File: src/rtl/rand_sampler.sv
`default_nettype none
// +----------------------------------------------------------------------------+
// | rand_sampler : filters an LFSR byte stream (dedup + bound) into a FIFO and |
// |                flags a stuck source.   Revision: 1.0                       |
// +----------------------------------------------------------------------------+
module rand_sampler #(
   parameter int DEPTH     = 4,
   parameter int STUCK_MAX = 8
) (
   input  logic                         clk,
   input  logic                         rst,
   input  logic [7:0]                   rnd_in,
   input  logic                         en,
   input  logic [7:0]                   limit,
   input  logic                         clr_err,
   output logic                         out_valid,
   input  logic                         out_ready,
   output logic [7:0]                   out_data,
   output logic [$clog2(DEPTH+1)-1:0]   level,
   output logic                         stuck_err
);

   localparam int c_AW = $clog2(DEPTH);
   localparam int c_LW = $clog2(DEPTH+1);
   localparam logic [c_LW-1:0] c_FULL  = c_LW'(DEPTH);
   localparam logic [7:0]      c_STUCK = 8'(STUCK_MAX);

   logic [7:0]      r_mem [DEPTH];
   logic [c_AW-1:0] r_wptr;
   logic [c_AW-1:0] r_rptr;
   logic [c_LW-1:0] r_level;
   logic [7:0]      r_prev;
   logic            r_prev_vld;
   logic [7:0]      r_run;
   logic            r_stuck;

   logic            w_dup;
   logic            w_accept;
   logic            w_pop;
   logic            w_push;
   logic [7:0]      w_run_nxt;
   logic            w_stuck_set;

   assign w_dup    = r_prev_vld && (rnd_in == r_prev);
   assign w_accept = en && !w_dup && ((limit == 8'd0) || (rnd_in < limit));
   assign w_pop    = out_valid && out_ready;
   // A full FIFO still takes a sample when the head leaves in the same cycle.
   assign w_push   = w_accept && ((r_level != c_FULL) || w_pop);

   assign w_run_nxt   = !w_dup ? 8'd1 :
                        (r_run == c_STUCK) ? r_run : r_run + 8'd1;
   assign w_stuck_set = (w_run_nxt == c_STUCK);

   assign out_valid = (r_level != '0);
   // Gating with level keeps out_data at zero under reset without clearing the array.
   assign out_data  = out_valid ? r_mem[r_rptr] : 8'h00;
   assign level     = r_level;
   assign stuck_err = r_stuck;

   always_ff @(posedge clk) begin
      if (w_push) begin
         r_mem[r_wptr] <= rnd_in;
      end
   end

   always_ff @(posedge clk or posedge rst) begin
      if (rst) begin
         r_wptr     <= '0;
         r_rptr     <= '0;
         r_level    <= '0;
         r_prev     <= 8'h00;
         r_prev_vld <= 1'b0;
         r_run      <= 8'd0;
         r_stuck    <= 1'b0;
      end else begin
         r_prev     <= rnd_in;
         r_prev_vld <= 1'b1;
         r_run      <= w_run_nxt;
         r_stuck    <= w_stuck_set | (r_stuck & ~clr_err);
         if (w_push) begin
            r_wptr <= r_wptr + 1'b1;
         end
         if (w_pop) begin
            r_rptr <= r_rptr + 1'b1;
         end
         case ({w_push, w_pop})
            2'b10:   r_level <= r_level + 1'b1;
            2'b01:   r_level <= r_level - 1'b1;
            default: r_level <= r_level;
         endcase
      end
   end

endmodule
`default_nettype wire

File: config.mk
export PLATFORM = sky130hd
export DESIGN_NAME = rand_sampler
export DESIGN_NICKNAME = d
export VERILOG_FILES = /design/src/rtl/rand_sampler.sv
export SDC_FILE = /design/constraint.sdc
export NUM_CORES = 1
export LEC_CHECK = 0
export CORE_MARGIN = 2
export CORE_UTILIZATION = 35
export CTS_CLUSTER_SIZE = 10
export DETAILED_ROUTE_END_ITERATION = 10
export PLACE_DENSITY_LB_ADDON = 0.2
export SETUP_SLACK_MARGIN = 0.05
export SLEW_MARGIN = 10
export SYNTH_ARGS = -nofsm -noshare
export SYNTH_HDL_FRONTEND = slang
export SYNTH_SLANG_ARGS = --single-unit
File: constraint.sdc
create_clock -name clk -period 3.1 [get_ports clk]
set_input_delay 0.31 -clock clk [delete_from_list [all_inputs] [get_ports clk]]
set_output_delay 0.31 -clock clk [all_outputs]
set_load 0.01 [all_outputs]
==> summary.md <==
| Metric | Value |
|---|---|
| Final WL | `around 5300 µm` |
| Max Cap Viol | `0` |
| Worst Skew | `11.4 ps` |
| Fin crit period | `2660 ps` |
| Area of the die | `slightly below 0.009 mm²` |
| Max incr delay on CP | `about 470 ps` |
| Die Y | `93.2 µm` |
| Rel. slew slack | `0.339` |
| Via-to-Cell Ratio | `around 4.7` |
| Critical Path RT | `3320 ps` |
| Inserted Diodes | `0` |
| Final hold vios | `0` |
| EDFF count, synth | `32` |
| CTS buffer count | `9` |
| Worst-case clock buffer depth | `2` |
| Initial DRT Pass Iterations | `4` |
| P&R area growth vs syn | `27.3%` |
| Critical-path top delay cell | `clkdlybuf4s50_1` |
| Iteration-0 DRC Markers | `39` |
| Mapped Area | `roughly 0.0028 mm²` |
| Fmax | `376 MHz` |
| Die width | `around 93 µm` |
| Placed Area | `0.00337 mm²` |
| Nets@finish | `between 200 and 300` |
| Status | `complete, no violations` |
| Grt ovf | `0` |
| Critical Path End Type | `register` |
| Util after Layout | `0.459` |
| Unrepaired setup endpoints after global routing | `false` |
| Number of fill cells in the layout | `a little over 700` |
| Largest net degree at the start of global routing | `26` |
| Synthesized instance count | `roughly 210` |
| Share of cells above drive strength 1 | `0.184` |
| Crit path launch type | `primary input` |
| Most area-consuming cells after synthesis | `edfxtp_1 (34%), dfrtp_1 (22%), mux4_2 (6.5%)` |
| Count of endpoints failing setup in the final report | `0` |
| Share of the synthesized area in the top cell type | `0.345` |
| Detailed-route DRC error count | `0` |
| Avg WL per Cell | `~14 µm` |
| Period utilisation layout | `0.859` |
| Top FF cell, synth | `edfxtp_1` |
| Final instance area | `~0.0035 mm²` |
| Worst hold path type | `in2async` |
| Antenna Nets Post-Route | `0` |
| Core area | `~0.0077 mm²` |
| Overall Power | `between 2 and 2.5 mW` |
| Leak | `1.37 nW` |
| Post-CTS Hold Fix Bufs | `0` |
| Antenna violations before repair | `0` |
| H-tree lvl count | `3` |
| Root Buffer | `clkbuf_8` |
| Setup TNS | `0 ps` |
| Global Route Usage Sum | `0.133` |
| Worst Path Max Fanout | `3` |
| Worst-margin pin slew | `between 900 and 1000 ps` |
| Worst-Skew Late Latency | `roughly 340 ps` |
| CTS Sinks | `57` |
| Cts repair resizes | `0` |
| Pwr dens | `between 700 and 800 mW/mm²` |
| Synth warn | `0` |
| Post-DP HPWL | `3850 µm` |
| Sequential share of the synthesized area | `0.569` |
| Post-CTS Setup Bufs | `0` |
| Initial Util | `0.361` |
| Rows | `32` |
| Crit path arrival time | `approximately 2900 ps` |
| Library cells used by synthesis | `between 40 and 50` |
| IO Pins | `34` |
| CP cell instances | `clkdlybuf4s50_1 -> inv_1 -> ha_1 -> a211o_1 -> a31oi_1 -> o2111ai_2 -> a21oi_4 -> nor2_1 -> fa_1 -> o211a_1 -> o221a_1` |
| Mean Syn Cell Area | `~13 µm²` |
| Worst-path clk slew | `approximately 70 ps` |
| Routability cong. | `between 0.7 and 0.8` |
| CTS tree | `built` |
| Fraction of registers with async set/reset | `0.439` |
| First-pass GRT wire length | `8510 µm` |
| Buf+Inv Stages, Crit Path | `2` |
| Slew Viols, Final | `0` |
| DR vias | `1739` |
| Max VDD drop | `around 0.3 mV` |
| CP top delay family | `compound AO/OA/AOI/OAI gates` |
| Mapped Nets | `approximately 240` |
| FF+latch count, synth | `57` |
| # port buffers | `33` |
| Biggest area consumer among synthesized cells | `edfxtp_1` |
| Worst setup path class | `in2reg` |
| Vias in the first global route | `approximately 1700` |
==> final cells by class <==
type	count	area [µm²]	share of cell area
tap	102	128	0.0360
timing repair buffer	47	485	0.137
clock inverter	6	41.3	0.0116
multi-input combinational	131	1110	0.313
inverter	15	56.3	0.0159
clock buffer	10	138	0.0388
sequential	57	1590	0.447
==> registers in the layout, indices dropped and copies added (netlist names) <==
name	cells
r_wptr	2
stuck_err	1
r_run	8
r_rptr	2
r_prev	8
level	3
r_mem	32
r_prev_vld	1
==> synthesized netlist by cell type, types with 3 or more instances <==
cell type and number:
and2_1 8, ha_1 13, clkbuf_1 3, mux4_2 8, edfxtp_1 32, dfrtp_1 25
nor2_1 11, nor3_1 3, nor4_1 3, inv_1 15, nand2_1 7, and3_1 7
o21ai_0 4, nand3_1 9, xnor2_1 19
==> layer usage <==
metal / GRT usage / wire length [µm] / up-vias
met4: 0.0441 / 56 / 0
met2: 0.209 / 2430 / 37
li1: - / - / 861
met5: 0 / 0 / -
met1: 0.171 / 2600 / 837
met3: 0.0467 / 237 / 4
==> cell families after synthesis <==
group                    after synthesis  share of synthesized area
AND/OR/NAND/NOR                       65                      0.132
flip-flops                            57                      0.569
AO/OA/AOI/OAI                         21                     0.0633
XOR/XNOR                              21                     0.0660
buffers and inverters                 21                     0.0319
adder cells (fa/ha/maj)               14                     0.0656
multiplexers                           9                     0.0700
other                                  1                    0.00135
==> where the power goes <==
part	internal [mW]	switching [mW]
sequential	0.914	0.126
combinational	0.512	0.316
clock	0.311	0.309
==> layout by cell type, fill, tap and decap left out, types with 3 or more instances in the layout <==
cell type         n
clkdlybuf4s50_1  33
edfxtp_1         32
dfrtp_1          25
xnor2_1          19
inv_1            15
ha_1             13
nor2_1           11
clkbuf_8         10
buf_4            10
nand3_1           9
mux4_2            8
and2_1            8
nand2_1           7
and3_1            7
o21ai_0           4
buf_12            4
nor4_1            3
nor3_1            3
clkinvlp_4        3
==> worst paths after layout <==
kind	start	to	slack, ps	cells past startpoint
setup / recovery	limit[2]	level[1]$_DFFE_PP0P_	440	11
hold reg to reg	stuck_err$_DFF_PP0_	stuck_err$_DFF_PP0_	540	2
min in group clk	clr_err	stuck_err$_DFF_PP0_	530	2
setup reg to reg	level[1]$_DFFE_PP0P_	level[1]$_DFFE_PP0P_	870	6
max in group asynchronous	rst	r_prev[3]$_DFF_PP0_	1990	2
hold / removal	rst	level[0]$_DFFE_PP0P_	500	2
==> metrics by stage <==
step	hold slack [ps]	cells	setup WS (ps)
after global placement	530	352	97.2
after detailed placement	530	352	62.7
after floorplan	337	209	550
final	500	368	438
after global routing	575	368	246
after CTS	519	368	430
No activity file was read; power rests on OpenSTA's default activity.
